===== src/rtl/aer_in_arbiter.sv =====
// ----------------------------------------------------------------------------
// aer_in_arbiter
//
// Multi-channel AER input front-end. Each of NCH asynchronous 4-phase AER
// channels is synchronised, arbitrated round-robin and pushed into an event
// FIFO. The FIFO is drained by the core through a valid/ready stream. A full
// FIFO holds off new grants, so senders wait for ACK and no event is dropped.
//
// Optional feature macro: AER_TIMESTAMP_EN
//   defined   - TSW-bit counter of synchronised TIME_TICK rising edges; every
//               event carries the count from its grant cycle on o_evt_ts.
//   undefined - no counter, no o_evt_ts port, i_time_tick is ignored.
//
// Ports
//   i_clk          core clock
//   i_rst_n        synchronous active-low reset
//   i_aerin_addr   NCH*M  channel c address at [c*M +: M], stable while REQ high
//   i_aerin_req    NCH    asynchronous 4-phase requests
//   i_aerin_tar_en NCH    per-channel target flag, bundled with the address
//   o_aerin_ack    NCH    4-phase acknowledges (decoded from channel state regs)
//   i_time_tick    1      asynchronous time-step tick
//   o_evt_valid    1      FIFO head valid
//   i_evt_ready    1      core accepts head when valid & ready
//   o_evt_addr     M      head address
//   o_evt_ch       clog2(NCH) head source channel
//   o_evt_tar      1      head target flag
//   o_evt_ts       TSW    head timestamp (AER_TIMESTAMP_EN only)
//   o_fifo_level   clog2(DEPTH)+1 FIFO occupancy
//   o_stall        1      registered: some channel pending while FIFO full
// ----------------------------------------------------------------------------
module aer_in_arbiter #(
    parameter int unsigned NCH   = 4,
    parameter int unsigned M     = 3,
    parameter int unsigned DEPTH = 8,
    parameter int unsigned TSW   = 16
) (
    input  logic                     i_clk,
    input  logic                     i_rst_n,
    input  logic [NCH*M-1:0]         i_aerin_addr,
    input  logic [NCH-1:0]           i_aerin_req,
    input  logic [NCH-1:0]           i_aerin_tar_en,
    output logic [NCH-1:0]           o_aerin_ack,
    input  logic                     i_time_tick,
    output logic                     o_evt_valid,
    input  logic                     i_evt_ready,
    output logic [M-1:0]             o_evt_addr,
    output logic [$clog2(NCH)-1:0]   o_evt_ch,
    output logic                     o_evt_tar,
`ifdef AER_TIMESTAMP_EN
    output logic [TSW-1:0]           o_evt_ts,
`endif
    output logic [$clog2(DEPTH):0]   o_fifo_level,
    output logic                     o_stall
);

    localparam int unsigned CW = $clog2(NCH);
    localparam int unsigned AW = $clog2(DEPTH);
    localparam int unsigned LW = AW + 1;
`ifdef AER_TIMESTAMP_EN
    localparam int unsigned WW = M + CW + 1 + TSW;
`else
    localparam int unsigned WW = M + CW + 1;
`endif
    localparam logic [LW-1:0] LvlFull   = LW'(DEPTH);
    localparam logic [LW-1:0] LvlAlmost = LW'(DEPTH - 1);

    typedef enum logic [0:0] {StIdle, StAck} ch_state_e;

    // ------------------------------------------------------------------
    // Request synchronisers
    // ------------------------------------------------------------------
    logic [NCH-1:0] r_req_meta;
    logic [NCH-1:0] r_req_sync;

    always_ff @(posedge i_clk) begin
        if (!i_rst_n) begin
            r_req_meta <= '0;
            r_req_sync <= '0;
        end else begin
            r_req_meta <= i_aerin_req;
            r_req_sync <= r_req_meta;
        end
    end

    // ------------------------------------------------------------------
    // Timestamp counter
    // ------------------------------------------------------------------
`ifdef AER_TIMESTAMP_EN
    logic           r_tick_meta;
    logic           r_tick_sync;
    logic           r_tick_prev;
    logic [TSW-1:0] r_ts;

    always_ff @(posedge i_clk) begin
        if (!i_rst_n) begin
            r_tick_meta <= 1'b0;
            r_tick_sync <= 1'b0;
            r_tick_prev <= 1'b0;
            r_ts        <= '0;
        end else begin
            r_tick_meta <= i_time_tick;
            r_tick_sync <= r_tick_meta;
            r_tick_prev <= r_tick_sync;
            if (r_tick_sync && !r_tick_prev) begin
                r_ts <= r_ts + 1'b1;
            end
        end
    end
`else
    logic [TSW-1:0] w_unused_ts;
    assign w_unused_ts = {TSW{i_time_tick}};
`endif

    // ------------------------------------------------------------------
    // Channel FSMs: state register / next-state / outputs
    // ------------------------------------------------------------------
    ch_state_e r_ch_state [NCH];
    ch_state_e w_ch_state_d [NCH];
    logic      r_gnt_vld;
    logic [CW-1:0] r_gnt_ch;

    always_ff @(posedge i_clk) begin
        for (int c = 0; c < NCH; c++) begin
            if (!i_rst_n) begin
                r_ch_state[c] <= StIdle;
            end else begin
                r_ch_state[c] <= w_ch_state_d[c];
            end
        end
    end

    always_comb begin
        for (int c = 0; c < NCH; c++) begin
            w_ch_state_d[c] = r_ch_state[c];
            unique case (r_ch_state[c])
                StIdle: begin
                    // The grant cycle is the one where r_gnt_* names this channel.
                    if (r_gnt_vld && (r_gnt_ch == CW'(c))) begin
                        w_ch_state_d[c] = StAck;
                    end
                end
                StAck: begin
                    if (!r_req_sync[c]) begin
                        w_ch_state_d[c] = StIdle;
                    end
                end
                default: w_ch_state_d[c] = StIdle;
            endcase
        end
    end

    logic [NCH-1:0] w_idle;

    always_comb begin
        o_aerin_ack = '0;
        w_idle      = '0;
        for (int c = 0; c < NCH; c++) begin
            o_aerin_ack[c] = (r_ch_state[c] == StAck);
            w_idle[c]      = (r_ch_state[c] == StIdle);
        end
    end

    // ------------------------------------------------------------------
    // Round-robin arbiter (grant is registered; push happens the cycle after)
    // ------------------------------------------------------------------
    logic [LW-1:0]  r_level;
    logic [CW-1:0]  r_rr_ptr;
    logic [NCH-1:0] w_gnt_mask;
    logic [NCH-1:0] w_cand;
    logic [NCH-1:0] w_pending;
    logic [CW:0]    w_idx;
    logic           w_arb_found;
    logic [CW-1:0]  w_arb_ch;
    logic           w_room;
    logic           w_grant;
    logic [CW-1:0]  w_ptr_next;

    // The channel already holding the grant is still IDLE this cycle; mask it.
    assign w_gnt_mask = r_gnt_vld ? (NCH'(1) << r_gnt_ch) : '0;
    assign w_pending  = r_req_sync & w_idle;
    assign w_cand     = w_pending & ~w_gnt_mask;

    always_comb begin
        w_idx       = '0;
        w_arb_found = 1'b0;
        w_arb_ch    = '0;
        for (int i = 0; i < NCH; i++) begin
            w_idx = {1'b0, r_rr_ptr} + (CW + 1)'(i);
            if (w_idx >= (CW + 1)'(NCH)) begin
                w_idx = w_idx - (CW + 1)'(NCH);
            end
            if (!w_arb_found && w_cand[w_idx[CW-1:0]]) begin
                w_arb_found = 1'b1;
                w_arb_ch    = w_idx[CW-1:0];
            end
        end
    end

    // Registered level only: a pop this cycle never frees room. An in-flight
    // grant reserves one slot so the following push always fits.
    assign w_room     = (r_level != LvlFull) && !(r_gnt_vld && (r_level == LvlAlmost));
    assign w_grant    = w_arb_found && w_room;
    assign w_ptr_next = (w_arb_ch == CW'(NCH - 1)) ? '0 : w_arb_ch + 1'b1;

    always_ff @(posedge i_clk) begin
        if (!i_rst_n) begin
            r_gnt_vld <= 1'b0;
            r_gnt_ch  <= '0;
            r_rr_ptr  <= '0;
        end else begin
            r_gnt_vld <= w_grant;
            if (w_grant) begin
                r_gnt_ch <= w_arb_ch;
                r_rr_ptr <= w_ptr_next;
            end
        end
    end

    // ------------------------------------------------------------------
    // Event FIFO
    // ------------------------------------------------------------------
    logic [M-1:0]  w_push_addr;
    logic          w_push_tar;
    logic [WW-1:0] w_push_word;
    logic [WW-1:0] w_head;
    logic [WW-1:0] r_mem [DEPTH];
    logic [AW-1:0] r_wr_ptr;
    logic [AW-1:0] r_rd_ptr;
    logic          w_push;
    logic          w_pop;

    always_comb begin
        w_push_addr = '0;
        w_push_tar  = 1'b0;
        for (int c = 0; c < NCH; c++) begin
            if (r_gnt_ch == CW'(c)) begin
                w_push_addr = i_aerin_addr[c*M +: M];
                w_push_tar  = i_aerin_tar_en[c];
            end
        end
    end

`ifdef AER_TIMESTAMP_EN
    assign w_push_word = {r_ts, w_push_tar, r_gnt_ch, w_push_addr};
`else
    assign w_push_word = {w_push_tar, r_gnt_ch, w_push_addr};
`endif

    assign w_push = r_gnt_vld;
    assign w_pop  = o_evt_valid && i_evt_ready;

    always_ff @(posedge i_clk) begin
        if (w_push) begin
            r_mem[r_wr_ptr] <= w_push_word;
        end
    end

    always_ff @(posedge i_clk) begin
        if (!i_rst_n) begin
            r_wr_ptr <= '0;
            r_rd_ptr <= '0;
            r_level  <= '0;
        end else begin
            if (w_push) begin
                r_wr_ptr <= r_wr_ptr + 1'b1;
            end
            if (w_pop) begin
                r_rd_ptr <= r_rd_ptr + 1'b1;
            end
            unique case ({w_push, w_pop})
                2'b10:   r_level <= r_level + 1'b1;
                2'b01:   r_level <= r_level - 1'b1;
                default: r_level <= r_level;
            endcase
        end
    end

    assign w_head       = r_mem[r_rd_ptr];
    assign o_evt_valid  = (r_level != '0);
    assign o_evt_addr   = w_head[M-1:0];
    assign o_evt_ch     = w_head[M +: CW];
    assign o_evt_tar    = w_head[M+CW];
`ifdef AER_TIMESTAMP_EN
    assign o_evt_ts     = w_head[M+CW+1 +: TSW];
`endif
    assign o_fifo_level = r_level;

    // ------------------------------------------------------------------
    // Stall status
    // ------------------------------------------------------------------
    logic r_stall;

    always_ff @(posedge i_clk) begin
        if (!i_rst_n) begin
            r_stall <= 1'b0;
        end else begin
            r_stall <= (|w_pending) && (r_level == LvlFull);
        end
    end

    assign o_stall = r_stall;

endmodule


===== config.mk =====
export PLATFORM = sky130hd
export DESIGN_NAME = aer_in_arbiter
export DESIGN_NICKNAME = d
export VERILOG_FILES = /design/src/rtl/aer_in_arbiter.sv
export SDC_FILE = /design/constraint.sdc
export NUM_CORES = 1
export LEC_CHECK = 0
export ABC_AREA = 1
export CAP_MARGIN = 20
export CORE_MARGIN = 5
export CORE_UTILIZATION = 35
export CTS_BUF_LIST = sky130_fd_sc_hd__clkbuf_4
export DETAILED_ROUTE_END_ITERATION = 7
export SLEW_MARGIN = 10
export SYNTH_ARGS = -nofsm -noshare
export SYNTH_HDL_FRONTEND = slang
export SYNTH_SLANG_ARGS = --single-unit

===== constraint.sdc =====
create_clock -name i_clk -period 1.7 [get_ports i_clk]
set_clock_uncertainty 0.05 [all_clocks]
set_input_delay 0.255 -clock i_clk [delete_from_list [all_inputs] [get_ports i_clk]]
set_output_delay 0.255 -clock i_clk [all_outputs]
set_load 0.005 [all_outputs]

Yosys cells after proc, flatten, opt, wreduce, memory -nomap -nowiden:

Memories as Yosys holds them, arrays and structs flattened. A register that Yosys moved wholly into a read port is not among the register bits.
Cells that the tools add are included.

* bitwise logic cells: 11
* muxes and demuxes: 53
* add/subtract/negate cells: 12
* shifts and indexed selects: 1
* reductions and logical operators: 20
* magnitude comparators: 8
* equality and inequality tests: 9

Operators by type and width (number)
* $mux 1: 28
* $mux 2: 9
* $mux 3: 6
* $logic_and 1x1->1: 12
* $lt 2x3->1 const B: 4
* $ge 3x3->1 const B: 3
* $and 4x4->4: 2
* $bmux 1 s2: 4
* $eq 2x2->1 const B: 4
* $pmux 1 s2: 4
* $pmux 4 s2: 1
* $sub 2x1->2 const B: 4
* $add 2x2->3 const B: 2
* $add 3x1->3 const B: 2
* $add 4x1->4 const B: 1
* $eq 2x1->1 const B: 2
* $eq 4x3->1 const B: 1
* $eq 4x4->1 const B: 1
* $logic_not 1->1: 4
* $mux 4: 1
* $ne 4x4->1 const B: 1
* $not 1->1: 4
* $not 4->4: 1
* $or 1x1->1: 4
* 9 further kinds: 9

* input bits: 24
* bits in registers: 24
* output and inout bits: 16
* word-level logic and storage cells: 125
* memories: 2
* bits in writable memories: 52

Memories
* r_mem: words 8, width 6, read ports 1, clocked after Yosys merged registers in 1, wr ports 1, RTL line 226 `logic [WW-1:0] r_mem [DEPTH];`
* r_ch_state: words 4, width 1, read ports 4, clocked after Yosys merged registers in 0, wr ports 4, RTL line 117 `ch_state_e r_ch_state [NCH];`

Logic depth before layout (Yosys ltp):

Gate-level depths: netlist of run 1.

* word-level depth: 18
* gate-level depth with buffers: 15

Worst setup path before layout of run 1:

Ideal clock, no wire load.

* path type: flip-flop to flip-flop
* start point: reg r_level[0], in the netlist o_fifo_level[0]
* end point: reg r_level[2], in the netlist o_fifo_level[2]
* cell stages (with the launch flop): 14
* clock period less this slack: 1.900 ns
* buffers on the path: 0
* arrival time: 1.735 ns
* path slack: -0.200 ns
* path through: dfxtp_1 -> nor2_1 -> nand3_1 -> nand2_1 -> inv_1 -> ha_1 -> nand2_1 -> inv_1 -> nor2_1 -> ha_1 -> a21oi_1 -> xor2_1 -> o21ai_0 -> inv_1

* word-level cells in the longest chain between the ends: 4

RTL lines
* start, declared: RTL line 166 `logic [LW-1:0] r_level;`
* start signal, assigned: RTL line 271 `2'b10: r_level <= r_level + 1'b1;`
* start signal, assigned: RTL line 272 `2'b01: r_level <= r_level - 1'b1;`
* start signal, assigned: RTL line 273 `default: r_level <= r_level;`
* $reduce_bool 4->1 *: RTL line 279 `assign o_evt_valid = (r_level != '0);`
* net o_evt_valid: RTL line 44 `output logic o_evt_valid,`
* $logic_and 1x1->1 *: RTL line 250 `assign w_pop = o_evt_valid && i_evt_ready;`
* $eq 2x1->1 or $eq 2x2->1 (tied branches): RTL line 270 `unique case ({w_push, w_pop})`
* $pmux 4 s2 or $reduce_bool 2->1 (tied branches)

Mark *: on every way through the listed nets, which the timed path passes. The rest lies on a longest branch.
A chain may end at the register's enable or synchronous reset.

==> results of run 1 <==
## worst max-delay path by stage
| stage | cells past startpoint | startpoint | end | slack, ns |
|---|---|---|---|---|
| CTS | 7 | flop | o_evt_tar | -0.25 |
| global placement | 12 | i_evt_ready | o_fifo_level[2] | -0.23 |
| detailed placement | 12 | i_evt_ready | o_fifo_level[2] | -0.28 |
| finish | 7 | flop | o_evt_tar | -0.23 |
| floorplan | 13 | o_fifo_level[1] | o_fifo_level[2] | -0.07 |
| global route | 7 | flop | o_evt_addr[0] | -0.33 |
## power groups by stage
stage                     Combinational (mW)  Clock [mW]  Sequential [mW]
after floorplan                         1.75           0             2.66
after global placement                  3.20           0             2.67
after detailed placement                3.27           0             2.68
after CTS                               3.66        1.16             2.69
after global routing                    4.36        1.25             2.76
final                                   3.97        1.13             2.73
## cell type report
| class | instances | area share |
|---|---|---|
| sequential | 79 | 0.419 |
| multi-input combinational | 253 | 0.302 |
| timing repair buffer | 103 | 0.189 |
| tap | 133 | 0.0333 |
| inverter | 36 | 0.0281 |
| clock buffer | 10 | 0.0150 |
| clock inverter | 6 | 0.0138 |
## kinds of logic after synthesis
kind of cell	count (synthesis)	synth area share
AO/OA/AOI/OAI	72	0.113
XOR/XNOR	4	0.00995
adder cells (fa/ha/maj)	5	0.0178
buffers and inverters	52	0.0672
flip-flops	79	0.586
AND/OR/NAND/NOR	172	0.206
## routing by layer
| metal | share of wire | track usage | vias to the layer above |
|---|---|---|---|
| met5 | 0 | 0 | - |
| met4 | 0.018 | 0.0475 | 0 |
| met3 | 0.037 | 0.0344 | 15 |
| met2 | 0.52 | 0.271 | 59 |
| met1 | 0.42 | 0.179 | 1376 |
| li1 | - | - | 1491 |
## worst max-delay path, stage by stage (launching register included)
cell and delay (ns):
dfxtp_4 0.40, inv_6 0.08, buf_12 0.12, nor2_1 0.04
o22ai_1 0.19, nor2_1 0.07, a31oi_1 0.17, buf_2 0.15
## synth_stat cells, types with 6 or more instances
cell type	instances
nor2_1	72
inv_1	35
edfxtp_1	48
a21oi_1	19
o22ai_1	6
nand2_1	62
a31oi_1	7
o21ai_0	35
nand3_1	22
clkbuf_1	8
dfxtp_1	31
## repair_timing
item	in CTS	in global routing
hold buffers	0	0
pin swaps	28	23
endpoints found under the setup margin	19	15
setup buffers	6	1
gates resized for setup	89	59
cloned	3	0
## through the flow
step                TNS [ns]   util  total power [mW]
floorplan             -0.123      -              4.42
global placement       -1.50  0.453              5.86
detailed placement     -2.02  0.453              5.94
CTS                    -1.48  0.493              7.51
global route           -2.52  0.511              8.37
finish                 -1.34  0.511              7.83
## state kept, by name (all words and copies together), names as in the netlist, named ones only
signal	count
o_fifo_level	4
o_stall	1
r_ch_state	4
r_gnt_ch	2
r_gnt_vld	1
r_mem	48
r_rd_ptr	3
r_req_meta	4
r_req_sync	4
r_rr_ptr	2
r_wr_ptr	3
## cells in the final DEF, fill, tap and decap left out, types with 13 or more instances in the layout
cell type	instances
nand3_2	14
dfxtp_1	17
a21oi_1	14
nor2_1	63
nand2_1	50
clkdlybuf4s50_1	26
inv_1	28
o21ai_1	15
edfxtp_1	48
buf_4	56
nand2_2	13
==> results.yml, run 1 <==
outcome:
  outcome: "finished with violations"
  violations: "negative setup slack"
floorplanning:
  core_area_um2: 9770
  row_count: 36
  start_util: 0.360
  die_area_um2: 12200
  fp.dieW_um: 110
  die_y_um: 110
  io_pins: 40
finish:
  final_area_um2: 4990
  antenna_cells: 0
  multi_input_area_um2: 1510
  regArea_um2: 2090
  fill_cells: 939
  areaGrowthSynthToFinish_pct: 41.8
  drive_gt1_frac: 0.353
  nNetsFinal: 511
  final_cells: 620
clock_network:
  clock_sinks: 79
  cts_buffers: 9
  clockBufferDepth: 2
  clk_pin_slew_ns: 0.12
  cts_tree: "built"
  ctsRootBufferMaster: "clkbuf_4"
  clk_latency_ns: 0.41
  htree_levels: 3
yosys:
  synth_top_area_share: 0.409
  syn_area_um2: 3520
  synth_edf_count: 48
  async_flop_share: 0
  synthCells: 384
  yosysTopAreaCell: "edfxtp_1"
  ys_seq_elements: 79
  synth_area_per_cell_um2: 9.17
  synth_area_leaders: "edfxtp_1 41%, dfxtp_1 18%, nor2_1 7.7%"
  synth_top_flop_cell: "edfxtp_1"
  synthesis.nets: 413
  ys_warn_count: 0
  synth_seq_area_share: 0.586
  ys_types: 29
timing:
  fin_hold_ws_ns: 0.312
  hold_viol: 0
  fin_crit_ns: 1.93
  final-setup-viol-count: 10
  setup_ws_ns: -0.235
  worst_pin_slew_ns: 0.318
  drv_slew: 0
  rsz0062_at_grt: "yes"
  fin_crit_sh: 1.14
  max_slew_margin: 0.788
  max_freq_mhz: 517
placement:
  placed_cells: 594
  io_buffers: 38
  place_hpwl_mm: 5.98
  placed_area_um2: 4430
  place_congestion: 0.834
  dp_worst_setup_slack_ns: -0.277
worst_hold_path:
  hp-start: "i_aerin_req[3]"
  hold_depth: 3
  min_path_type: "input port to flop"
  hold_end: "r_req_meta[3]"
worst_setup_path:
  arrival_ns: 1.63
  timing.rr.end: "r_rr_ptr[1]"
  timing.reg2reg.setup_slack_ns: -0.06
  crit_fanout: 9
  criticalPathCategory: "flop to output pin"
  r2r-start: "r_gnt_vld"
  endpoint_kind: "output pin"
  cp.required_ns: 1.39
  cp-start-kind: "flop"
  rr_worst_depth: 10
power_and_ir_drop:
  power_frac_comb: 0.507
  p_switching_mw: 2.97
  clock_power_share: 0.145
  swShare: 0.380
  irDropWorstVdd_mv: 0.848
  p_per_area_nw_per_um2: 1570
  p_leak_nw: 2.03
  intPower_mw: 4.86
  power_frac_seq: 0.349
routing:
  firstDrtPassIters: 4
  wl_per_cell_um: 14.0
  vias: 2941
  drtIter0Drc: 127
  drt-total-wl_mm: 8.69
  route.detailed.drc: 0
  ant_nets: 0
  via_per_inst: 4.74
grt:
  grt-ovfl-total: 0
  grt_antenna_before_repair: 0
  grt_pass1_vias: 3051
  grt_max_degree: 15
  grt_pass1_wl_mm: 14.1
  track_usage: 0.151
run:
  max_cap_viol_count: 0
Power figures use the tool's default switching activity.
==> run 2, diff against run 1 <==
- CORE_ASPECT_RATIO: unset -> 1.2
==> run 2 against run 1 <==
  * The run still ends with negative setup slack left
  * Combinational power is 3% lower
  * Critical path depth is 1 higher
  * Sequential share of layout area is 0.17 points lower
  * Clock power is 14% higher
==> results.yml, run 2 (synthesized netlist as in run 1, its figures left out) <==
worst_setup_path:
  crit_chain: "inv_4 > buf_6 > buf_6 > o21ai_2 > o22ai_2 > nor2_1 > a31oi_1 > buf_2"
  criticalPathCategory: "flop to output pin"
  cp_top_family: "buffers and inverters"
  cp-start-kind: "flop"
  endpoint_kind: "output pin"
  crit_fanout: 6
  cp_common_cell: "buf_6"
  crit_cells: 8
  timing.reg2reg.setup_slack_ns: -0.06
  timing.rr.end: "o_fifo_level[3]"
  r2r-start: "o_fifo_level[0]"
  slowest_stage: "dfxtp_4"
  cp.required_ns: 1.39
  rr_worst_depth: 13
  cpPeakStageDelay_ns: 0.42
  crit_buf_inv: 4
  arrival_ns: 1.64
grt:
  track_usage: 0.139
  grt_max_degree: 15
  grt_antenna_before_repair: 0
  grt_pass1_wl_mm: 13.5
  grt_pass1_vias: 2915
  grt-ovfl-total: 0
power_and_ir_drop:
  power_frac_comb: 0.488
  intPower_mw: 4.96
  swShare: 0.370
  p_leak_nw: 2.04
  irDropWorstVdd_mv: 0.719
  total_power_mw: 7.87
  clock_power_share: 0.164
  power_frac_seq: 0.348
  p_switching_mw: 2.91
  p_per_area_nw_per_um2: 1570
routing:
  firstDrtPassIters: 4
  via_per_inst: 4.76
  vias: 2927
  drtIter0Drc: 94
  route.detailed.drc: 0
  drt-total-wl_mm: 8.33
  ant_nets: 0
  wl_per_cell_um: 13.5
timing:
  fin_crit_ns: 1.95
  max_slew_margin: 0.764
  hold_viol: 0
  setup_ws_ns: -0.246
  worst_pin_slew_ns: 0.353
  drv_slew: 0
  max_freq_mhz: 514
  rsz0062_at_grt: "yes"
  final-setup-viol-count: 8
  fin_crit_sh: 1.14
finish:
  antenna_cells: 0
  finish.utilization: 0.507
  regMostFlops: "r_mem"
  areaGrowthSynthToFinish_pct: 42.6
  final_common_cell: "nor2_1"
  drive_gt1_frac: 0.364
  largest_reg_flops: 48
  nNetsFinal: 513
  final_cells: 615
  final_area_um2: 5020
  fill_cells: 892
  layout_common_cells: "61 x nor2_1, 56 x buf_4, 54 x nand2_1"
worst_hold_path:
  hold_end: "r_req_meta[0]"
  hp-start: "i_aerin_req[0]"
  min_path_type: "input port to flop"
  hold_depth: 3
clock_network:
  clockBufferDepth: 2
  clock_sinks: 79
  cts_tree: "built"
  cts_buffers: 9
  clk_pin_slew_ns: 0.13
  clk_latency_ns: 0.41
  htree_levels: 3
  ctsRootBufferMaster: "clkbuf_4"
placement:
  placed_cells: 587
  placed_area_um2: 4390
  place_hpwl_mm: 5.89
  place_congestion: 0.798
  io_buffers: 38
  dp_worst_setup_slack_ns: -0.293
floorplanning:
  fp.dieW_um: 102
  io_pins: 40
  die_area_um2: 12200
  start_util: 0.355
  row_count: 40
  die_y_um: 120
  core_area_um2: 9910
outcome:
  violations: "negative setup slack"
  outcome: "finished with violations"
run:
  max_cap_viol_count: 0
## run 2: changes by cell type in the layout (fill, tap and decap cells not counted), moves of 4 or more
cell     change
buf_6        +6
nand3_2      -5
nand2_1      +4
nand3_4      +4
## run 2: metal layers
| layer | GRT usage | vias to the layer above | part of all wire |
|---|---|---|---|
| met5 | 0 | - | 0 |
| met4 | 0.0466 | 0 | 0.017 |
| met3 | 0.0331 | 13 | 0.036 |
| met2 | 0.238 | 54 | 0.53 |
| met1 | 0.171 | 1365 | 0.42 |
| li1 | - | 1495 | - |
## run 2: worst register-to-register path, stage by stage (launching register included)
cell and delay (ns):
dfxtp_2 0.36, nor2_4 0.13, nand3_4 0.09, nand2_2 0.09, inv_2 0.05, ha_4 0.17, nand2_2 0.06, inv_2 0.05
nor2_4 0.11, nand3_2 0.10, o31ai_2 0.06, o211ai_1 0.14, o21ai_1 0.14, a21oi_1 0.05
## run 2: power groups by stage
stage	clock network (mW)	registers [mW]	logic, mW
2_1_floorplan	0	2.66	1.75
4_1_cts	1.32	2.68	3.41
6_report	1.29	2.74	3.84
3_5_place_dp	0	2.68	3.20
3_3_place_gp	0	2.68	3.16
5_1_grt	1.41	2.78	4.27
## run 2: worst max path at each step
stage,slack [ns],to
detailed placement,-0.29,o_evt_addr[2]
global placement,-0.24,o_evt_addr[1]
finish,-0.25,o_evt_addr[1]
CTS,-0.29,o_evt_addr[2]
global route,-0.37,o_evt_addr[1]
floorplan,-0.07,o_fifo_level[2]
## run 2: final cells by class
type,count,area (um2),share of cell area
clock buffers,10,75.1,0.0150
clock inverters,6,93.8,0.0187
inverters,36,140,0.0279
multi-input cells,253,1570,0.312
flip-flops and latches,79,2100,0.417
well taps,126,158,0.0314
repair buffers,105,892,0.178
## run 2: repair_timing
item                                   4_1_cts  5_1_grt
hold buffers                                 0        0
setup endpoints to repair                   27       34
gates cloned                                 1        0
pin swaps                                   24       33
setup buffers                                8        5
resized for setup                           89       74
endpoints found under the hold margin        0        0
## run 2: stage by stage
step	TNS, ns	hold slack, ns
2_1_floorplan	-0.123	0.303
3_3_place_gp	-2.03	0.343
3_5_place_dp	-2.64	0.349
4_1_cts	-1.58	0.275
5_1_grt	-2.77	0.285
6_report	-1.25	0.296
==> run 3, diff against run 2 <==
- ABC_CLOCK_PERIOD_IN_PS: unset -> 2400
- clock period: 1.7 -> 2.4 ns (I/O delays scaled with it)
==> run 3 against run 2 <==
  * Via count decreased by 9.3%
  * Flip-flop and latch count unchanged
  * The flow now finishes without violations
  * Worst hold slack improved by 0.079 ns
  * Critical endpoint is now o_evt_ch[0]
  * Routed wire length decreased by 11%
  * Global-route usage decreased by 0.89 points
  * First-iteration DRC count decreased by 4.3%
  * Critical path depth decreased by 3
==> results.yml, run 3 (synthesized netlist as in run 1, its figures left out) <==
worst_setup_path:
  arrival_ns: 1.81
  r2r-start: "o_fifo_level[0]"
  crit_chain: "clkinvlp_4 > buf_4 > o21ai_0 > a31oi_1 > dlygate4sd2_1"
  cp-start-kind: "flop"
  cp.required_ns: 1.99
  cpPeakStageDelay_ns: 0.40
  crit_buf_inv: 3
  criticalPathCategory: "flop to output pin"
  cp-endpoint: "o_evt_ch[0]"
  slowest_stage: "dfxtp_4"
  timing.reg2reg.setup_slack_ns: 0.34
  cp_top_family: "buffers and inverters"
  endpoint_kind: "output pin"
  rr_worst_depth: 13
  crit_fanout: 12
  crit_cells: 5
  timing.rr.end: "o_fifo_level[2]"
timing:
  tns_ns: 0
  drv_slew: 0
  max_slew_margin: 0.580
  rsz0062_at_grt: "no"
  hold_viol: 0
  worst_pin_slew_ns: 0.628
  fin_crit_ns: 2.22
  fin_crit_sh: 0.925
  max_freq_mhz: 450
  setup_ws_ns: 0.180
  final-setup-viol-count: 0
floorplanning:
  fp.dieW_um: 102
  core_area_um2: 9910
  io_pins: 40
  start_util: 0.355
  row_count: 40
  die_area_um2: 12200
  die_y_um: 120
finish:
  nNetsFinal: 455
  fill_cells: 982
  layout_common_cells: "72 x nor2_1, 62 x nand2_1, 48 x edfxtp_1"
  antenna_cells: 0
  regMostFlops: "r_mem"
  final_common_cell: "nor2_1"
  final_cells: 557
  areaGrowthSynthToFinish_pct: 19.4
  drive_gt1_frac: 0.0905
  largest_reg_flops: 48
routing:
  drt-total-wl_mm: 7.39
  drtIter0Drc: 90
  wl_per_cell_um: 13.3
  route.detailed.drc: 0
  firstDrtPassIters: 5
  via_per_inst: 4.76
  vias: 2654
  ant_nets: 0
placement:
  place_congestion: 0.759
  place_hpwl_mm: 5.42
  dp_worst_setup_slack_ns: 0.201
  io_buffers: 38
  placed_cells: 540
grt:
  grt_antenna_before_repair: 0
  grt_max_degree: 25
  grt-ovfl-total: 0
  grt_pass1_vias: 2639
  grt_pass1_wl_mm: 12.4
  track_usage: 0.130
clock_network:
  clk_latency_ns: 0.42
  cts_buffers: 9
  cts_tree: "built"
  clock_sinks: 79
  clockBufferDepth: 2
  htree_levels: 3
  ctsRootBufferMaster: "clkbuf_4"
  clk_pin_slew_ns: 0.15
  ctsHoldBuffers: 0
power_and_ir_drop:
  irDropWorstVdd_mv: 0.512
  p_per_area_nw_per_um2: 1080
  p_leak_nw: 1.67
run:
  max_cap_viol_count: 0
worst_hold_path:
  hold_depth: 2
  min_path_type: "flop to flop"
outcome:
  outcome: "complete, no violations"
run 3: changes by cell type in the layout (fill, tap and decap cells not counted), sizes merged:
| cell | previous run | this run |
|---|---|---|
| dlygate4sd2 | 5 | 6 |
| buf | 73 | 9 |
| bufinv | 2 | 1 |
| inv | 36 | 39 |
| clkdlybuf4s50 | 26 | 32 |
| clkinv | 3 | 2 |
| clkbuf | 11 | 9 |
run 3: worst min path at each step:
| stage | endpoint | startpoint | slack [ns] |
|---|---|---|---|
| 2_1_floorplan | r_req_sync[0] | r_req_meta[0] | 0.34 |
| 3_3_place_gp | r_req_sync[3] | r_req_meta[3] | 0.34 |
| 3_5_place_dp | r_req_sync[0] | r_req_meta[0] | 0.35 |
| 4_1_cts | r_req_meta[3] | i_aerin_req[3] | 0.37 |
| 5_1_grt | r_req_meta[3] | i_aerin_req[3] | 0.37 |
| 6_report | r_req_sync[1] | r_req_meta[1] | 0.37 |
run 3: layout make-up:
cell class,instances,area (um2),share of cell area
multi-input combinational,253,1220,0.291
clock inverter,7,85.1,0.0202
clock buffer,9,67.6,0.0161
inverter,36,139,0.0330
tap,126,158,0.0375
timing repair buffer,47,465,0.111
sequential,79,2070,0.492
run 3: power by group:
part           switching [mW]  leakage [nW]  internal [mW]
clock                   0.520        0.0838          0.342
sequential              0.180         0.695           1.74
combinational            1.03         0.890          0.728
run 3: tightest hold or removal path: stages (launching register included):
cell and delay [ns]:
dfxtp_1 0.32, nand2_1 0.06, inv_1 0.03
run 3: stage by stage:
| stage | cell area (um2) | total power, mW | utilization | hold slack (ns) |
|---|---|---|---|---|
| 5_1_grt | 4200 | 4.90 | 0.424 | 0.373 |
| 3_3_place_gp | 4020 | 3.69 | 0.405 | 0.344 |
| 2_1_floorplan | 3520 | 3.10 | - | 0.340 |
| 6_report | 4200 | 4.54 | 0.424 | 0.375 |
| 3_5_place_dp | 4020 | 3.72 | 0.405 | 0.347 |
| 4_1_cts | 4200 | 4.58 | 0.424 | 0.374 |
run 3: repair_timing:
action                                  in CTS  in global routing
cloned                                       0                  0
endpoints found under the setup margin       6                  1
setup buffers                                1                  0
gates resized for setup                     14                  1
pin swaps                                    2                  0
run 3: per-layer routing:
layer / track usage / wire, um / vias to the layer above
met5: 0 / 0 / -
met4: 0.0424 / 82 / 0
met3: 0.0279 / 225 / 7
met2: 0.225 / 3780 / 40
met1: 0.160 / 3300 / 1229
li1: - / - / 1378
